==> src/rtl/mux1_operand_stage.sv <==
// mux1_operand_stage
// Registered operand selector that feeds the Montgomery multiplier core.
// Each accepted transaction yields one WIDTH-bit operand: a, b, one, zero,
// the previously selected operand, or a halved. Results leave through a
// valid/ready handshake. A two-entry (main + skid) buffer lets in_ready come
// straight from a register while still sustaining one result per cycle.
//
// Ports:
//   clk        rising-edge clock
//   rst        synchronous active-high reset
//   in_valid   upstream offers a, b, sel
//   in_ready   stage can accept (registered)
//   a, b       operand sources, WIDTH bits
//   sel        source select, decoded on the accept cycle
//   out_valid  out holds a result
//   out_ready  downstream takes out
//   out        selected operand (registered)
module mux1_operand_stage #(
   parameter int WIDTH = 10
) (
   input  logic             clk,
   input  logic             rst,
   input  logic             in_valid,
   output logic             in_ready,
   input  logic [WIDTH-1:0] a,
   input  logic [WIDTH-1:0] b,
   input  logic [2:0]       sel,
   output logic             out_valid,
   input  logic             out_ready,
   output logic [WIDTH-1:0] out
);

   function automatic logic [WIDTH-1:0] select_operand(
      input logic [2:0]       s,
      input logic [WIDTH-1:0] av,
      input logic [WIDTH-1:0] bv,
      input logic [WIDTH-1:0] pv
   );
      logic [WIDTH-1:0] r;
      r = '0;
      case (s)
         3'b000:  r = av;
         3'b001:  r = bv;
         3'b010:  r = WIDTH'(1);
         3'b011:  r = '0;
         3'b100:  r = pv;
         3'b101:  r = {1'b0, av[WIDTH-1:1]};
         default: r = '0;
      endcase
      return r;
   endfunction

   logic             acc;
   logic             xfer;
   logic [WIDTH-1:0] result;
   logic [WIDTH-1:0] prev;
   logic [WIDTH-1:0] skid_data;
   logic             skid_valid;

   logic             out_valid_n;
   logic [WIDTH-1:0] out_n;
   logic             skid_valid_n;
   logic [WIDTH-1:0] skid_data_n;

   assign acc    = in_valid && in_ready;
   assign xfer   = out_valid && out_ready;
   // prev is the value before this edge, so repeated sel=100 re-emits it
   assign result = select_operand(sel, a, b, prev);

   // Skid is only ever filled while main is full and drained into main
   // before main can empty, so the skid entry is always the oldest pending.
   always_comb begin
      out_valid_n  = out_valid;
      out_n        = out;
      skid_valid_n = skid_valid;
      skid_data_n  = skid_data;
      if (!out_valid) begin
         if (acc) begin
            out_valid_n = 1'b1;
            out_n       = result;
         end
      end else if (xfer) begin
         if (skid_valid) begin
            out_n        = skid_data;
            skid_valid_n = 1'b0;
         end else if (acc) begin
            out_n = result;
         end else begin
            out_valid_n = 1'b0;
         end
      end else if (acc) begin
         skid_valid_n = 1'b1;
         skid_data_n  = result;
      end
   end

   // ---- stage boundary: accept -> main/skid registers ----
   always_ff @(posedge clk) begin
      if (rst) begin
         out_valid  <= 1'b0;
         out        <= '0;
         skid_valid <= 1'b0;
         skid_data  <= '0;
         prev       <= '0;
         in_ready   <= 1'b1;
      end else begin
         out_valid  <= out_valid_n;
         out        <= out_n;
         skid_valid <= skid_valid_n;
         skid_data  <= skid_data_n;
         if (acc) begin
            prev <= result;
         end
         in_ready   <= !skid_valid_n;
      end
   end

endmodule

==> config.mk <==
export PLATFORM = sky130hd
export DESIGN_NAME = mux1_operand_stage
export DESIGN_NICKNAME = d
export VERILOG_FILES = /design/src/rtl/mux1_operand_stage.sv
export SDC_FILE = /design/constraint.sdc
export NUM_CORES = 1
export LEC_CHECK = 0
export ABC_AREA = 1
export ABC_CLOCK_PERIOD_IN_PS = 2680
export CORE_UTILIZATION = 53
export DETAILED_ROUTE_END_ITERATION = 16
export MAX_ROUTING_LAYER = met4
export PLACE_DENSITY = 0.84
export SYNTH_ARGS = -nofsm -noshare
export SYNTH_HDL_FRONTEND = slang
export SYNTH_SLANG_ARGS = --single-unit
==> constraint.sdc <==
create_clock -name clk -period 2.68 [get_ports clk]
set_clock_uncertainty 0.05 [all_clocks]
set_input_delay 0.536 -clock clk [delete_from_list [all_inputs] [get_ports clk]]
set_output_delay 0.536 -clock clk [all_outputs]
set_load 0.03 [all_outputs]
Word level (Yosys, flattened, before mapping)
Cells that the tools add are included.

Equality and inequality tests: 5. Muxes and demuxes: 12. Bitwise operators: 1. Reduce and logical (&&, ||, !) cells: 5.

Operators by type and width (number): case mux 10 bit (5 select lines) (1); two-way mux 10 bit (4); two-way mux 1 bit (7); equality test 3 bit, second input constant (2); equality test 3 x 1 -> 1 bit, second input constant (1); equality test 3 x 2 -> 1 bit, second input constant (1); logical NOT 3 bit (1); AND reduction 3 bit (1); logical AND 1 bit (2); inequality test 2 x 1 -> 1 bit, second input constant (1); logical NOT 1 bit (1); NOT 1 bit (1).

Bits in registers: 33. Output and inout bits: 12.

Longest topological paths before layout
Depth in word-level cells: 6. Depth in mapped cells: 10. Depth with buffers taken out: 9.

Worst setup path after synthesis
OpenSTA, ideal clock, no wires.

Kind: register to register. From: register out_valid. To: register skid_data[2]. Library setup time: 134 ps. Arrival time: 1344 ps. Required time: 2496 ps. Slack: 1153 ps. Cell stages (with the launch flop): 8. Path buffers: 0. Cell sequence: dfxtp_1 -> inv_1 -> nor2_4 -> inv_2 -> nor2_1 -> inv_2 -> nor3_1 -> a211oi_1.

Longest elaborated chain between the ends: 3.

Ends and longest elaborated chain: start, declared (line 28) `output logic out_valid,`; start signal, assigned (line 107) `out_valid <= out_valid_n;`; logical AND 1 bit (line 66) `assign xfer = out_valid && out_ready;`; NOT 1 bit (no source line); AND reduction 3 bit (no source line) (*); end signal, assigned (line 110) `skid_data <= skid_data_n;`; end, declared (line 57) `logic [WIDTH-1:0] skid_data;`.

Every way passes the cells marked *; elsewhere a longest branch is shown, timed or not. A chain may end at the register's enable or synchronous reset.

Worst setup path in the final report
From: input sel[2]. To: register out[8].

Longest elaborated chain between the ends: 6. Elaborated cells between the ends (all ways): 10.

Ends and longest elaborated chain: start, declared (line 27) `input logic [2:0] sel,`; equality test 3 bit, or another cell as far along (line 41) `case (s)`; case mux 10 bit (5 select lines) (*) (line 41); two-way mux 10 bit (*) (line 78, 86); two-way mux 10 bit (line 83) `if (skid_valid) begin`; two-way mux 10 bit (line 82) `end else if (xfer) begin`; two-way mux 10 bit (*) (line 77) `if (!out_valid) begin`; end signal, assigned (line 108) `out <= out_n;`; end, declared (line 30) `output logic [WIDTH-1:0] out`.

Every way passes the cells marked *; elsewhere a longest branch is shown, timed or not. The select of a mux whose other input is x is not followed.

==> qor.json <==
{
  "finish": {
    "layout_common_cells": "98 x sky130_fd_sc_hd__nand2_1, 38 x sky130_fd_sc_hd__clkdlybuf4s50_1, 33 x sky130_fd_sc_hd__dfxtp_1",
    "final_area_um2": 2160,
    "n_antenna_cell": 0,
    "finalNonFillerCells": 352,
    "fin_nets": 334,
    "mostFrequentLayoutCell": "sky130_fd_sc_hd__nand2_1",
    "area_of_combinational_cells_with_multiple_inputs_um2": 863,
    "fin_util": 0.707,
    "final.fill_count": 275,
    "drive_gt1_frac": 0.0584,
    "ff_latch_area_um2": 661,
    "synthToLayoutAreaGrowth_pct": 26.5
  },
  "global_routing": {
    "grt_pass1_vias": 1605,
    "met1_usage": 0.316,
    "antenna_found_initial": 0,
    "track_usage": 0.273,
    "global_route.usage.met3": 0.0527,
    "grt_overflow_total": 0,
    "globalRoute.busiestLayer": "met2",
    "grt_first_pass_wirelength_um": 6880,
    "global_route.usage.met2": 0.474,
    "grt_max_degree": 20
  },
  "sta": {
    "finalWorstPathRequiredPeriod_ns": 1.99,
    "timing.final.crit_share": 0.742,
    "finalSetupViolCount": 0,
    "rsz0062_at_grt": "no",
    "finalSetupTns_ns": 0,
    "tightest_pin_transition_ns": 0.501,
    "final_max_tran_viols": 0,
    "max_freq_mhz": 503,
    "hold_violations": 0,
    "maxSlewHeadroom": 0.665
  },
  "hold_path": {
    "hold_path_class": "flop to flop",
    "timing.hold.worst_path_depth": 2
  },
  "clock_network": {
    "post_cts_resize_count": 0,
    "cts_made_buffers": 5,
    "cts_root_buffer": "sky130_fd_sc_hd__clkbuf_4",
    "setup_bufs_post_cts": 0,
    "cts_tree": "done",
    "post_cts_hold_buffer_count": 0,
    "clock_insertion_delay_worst_skew_ns": 0.34,
    "ctsHtreeMaxLevel": 2,
    "clock_sinks": 33,
    "clock_tree.buffer_depth": 2,
    "worst_setup_hold_path_clk_slew_ns": 0.09
  },
  "pwr": {
    "switchingPower_mw": 0.294,
    "internal_power_mw": 0.709,
    "p_sw_frac": 0.294,
    "power_leakage_nw": 0.945,
    "design_power_total_mw": 1.00,
    "irDropWorstVdd_v": 0.000381,
    "power.clock.fraction": 0.268,
    "power.combinational.fraction": 0.206,
    "power.share.sequential": 0.526,
    "cellPowerDensity_nw_per_um2": 465
  },
  "route": {
    "vias": 1793,
    "vias_per_cell": 5.09,
    "postRouteAntennaNets": 0,
    "routed_wl_um": 4140,
    "route.detailed.drc": 0,
    "wire_per_inst_um": 11.8,
    "drt_iter0_markers": 80,
    "detail_route.first_pass.iterations": 4
  },
  "yosys": {
    "synth-warning-count": 0,
    "seq_area_frac_synth": 0.387,
    "synth.net_count": 295,
    "synthesis.instances": 268,
    "syn_avg_cell_area_um2": 6.37,
    "mappedNetlistArea_um2": 1710,
    "yosys.cell_types.count": 22,
    "number_of_register_bits_inferred_by_synthesis": 33
  },
  "placed_design": {
    "gp_congestion": 0.927,
    "post_dp_cell_area_um2": 2110,
    "dp.cells": 344,
    "port_buffer_count": 38,
    "detailed_place_hpwl_um": 3060
  },
  "floorplan": {
    "chipHeight_um": 58.7,
    "core.rowCount": 20,
    "start_util": 0.559,
    "ios": 39,
    "die_span_x_um": 58.7,
    "design.core.area_um2": 3050,
    "die_area_um2": 3450
  },
  "setup_path": {
    "number_of_buffer_and_inverter_instances_along_the_worst_setup_path": 2,
    "ff2ff_path_depth": 7,
    "timing.critical_path.mode_cell": "sky130_fd_sc_hd__nand2_1",
    "critical_path_class": "primary input to flop",
    "crit_path_start_kind": "primary input",
    "worst_path_largest_cell_delay_ns": 0.53,
    "critical_path_depth": 9,
    "critical_path.slowest_cell": "sky130_fd_sc_hd__clkdlybuf4s50_1",
    "critical_path.cell_chain": "clkdlybuf4s50_1 -> buf_4 -> nor2_2 -> nand2_1 -> nand2_1 -> o21ai_1 -> nand2_1 -> nand2_1 -> a21oi_1",
    "data_arrival_time_at_the_worst_slack_endpoint_ns": 2.20,
    "cp.required_ns": 2.89,
    "end_kind": "flop",
    "critical_path_peak_fanout": 10,
    "worst_path_top_cell_family_by_delay": "buffers and inverters"
  },
  "job": {
    "cap_violations": 0
  },
  "run_status": {
    "status": "complete, no violations"
  }
}
[metrics by stage]
step	worst slack (ns)	hold slack, ns
2_1_floorplan	1.15	0.385
3_3_place_gp	0.440	0.402
3_5_place_dp	0.395	0.409
4_1_cts	0.704	0.423
5_1_grt	0.559	0.445
6_report	0.693	0.420
[layer usage]
metal / up-vias / wire (µm) / part of all wire
met5: - / 0 / 0
met4: 0 / 65 / 0.016
met3: 8 / 183 / 0.044
met2: 38 / 2100 / 0.51
met1: 812 / 1790 / 0.43
li1: 935 / - / -
[registers in the layout (all words and copies together), names as in the netlist]
signal,count
out,10
skid_data,10
skid_valid,1
prev,10
in_ready,1
out_valid,1
[final cells by class]
cell class / count / area share
Multi-Input combinational cell: 194 / 0.400
Clock buffer: 8 / 0.0226
Sequential cell: 33 / 0.306
Timing Repair Buffer: 43 / 0.194
Tap cell: 44 / 0.0255
Inverter: 30 / 0.0522
[cells in the mapped netlist]
cell type                  count  area share
sky130_fd_sc_hd__clkbuf_1      3      0.0066
sky130_fd_sc_hd__nor2_1       11       0.024
sky130_fd_sc_hd__nor2_4        1      0.0066
sky130_fd_sc_hd__a21oi_1      27       0.079
sky130_fd_sc_hd__nor2_2        2      0.0073
sky130_fd_sc_hd__nor3_1        2      0.0059
sky130_fd_sc_hd__inv_2         4      0.0088
sky130_fd_sc_hd__buf_4         4       0.018
sky130_fd_sc_hd__o31ai_1       1      0.0044
sky130_fd_sc_hd__nand2_1      98        0.22
sky130_fd_sc_hd__o21ai_0      26       0.076
sky130_fd_sc_hd__clkbuf_2      1      0.0029
sky130_fd_sc_hd__o21ai_1       9       0.026
sky130_fd_sc_hd__buf_2         1      0.0029
sky130_fd_sc_hd__buf_6         1      0.0066
sky130_fd_sc_hd__nand4_1       1      0.0037
sky130_fd_sc_hd__dfxtp_1      33        0.39
sky130_fd_sc_hd__nand3_1      13       0.038
sky130_fd_sc_hd__inv_1        26       0.057
sky130_fd_sc_hd__nor3_4        1      0.0095
sky130_fd_sc_hd__clkbuf_4      1      0.0044
sky130_fd_sc_hd__a211oi_1      2      0.0088
[tightest hold or removal path, stage by stage, from the launching register on]
cell                      delay, ns
sky130_fd_sc_hd__dfxtp_1       0.32
sky130_fd_sc_hd__nand2_1       0.06
sky130_fd_sc_hd__a21oi_1       0.05
[cell families (layout without fill, tap and decap cells)]
family                 Yosys count  after routing  synth area share
AOI/OAI and AO/OA               65             65             0.195
buffers and inverters           41             81             0.107
DFF                             33             33             0.387
and+or+nand+nor                129            129             0.311
[power by group through the flow]
stage	logic (mW)	registers (mW)	clock network (mW)
2_1_floorplan	0.0956	0.560	0
3_3_place_gp	0.204	0.538	0
3_5_place_dp	0.206	0.539	0
4_1_cts	0.207	0.528	0.268
5_1_grt	0.229	0.531	0.294
6_report	0.207	0.528	0.269
[path summary, 6_finish.rpt]
path | start | endpoint | slack (ns)
setup / recovery | sel[2] | out[8] | 0.69
hold reg to reg | skid_data[6] | skid_data[6] | 0.42
setup reg to reg | out_valid | skid_data[2] | 1.14
hold / removal | skid_data[6] | skid_data[6] | 0.42
Power figures use the tool's default switching activity.
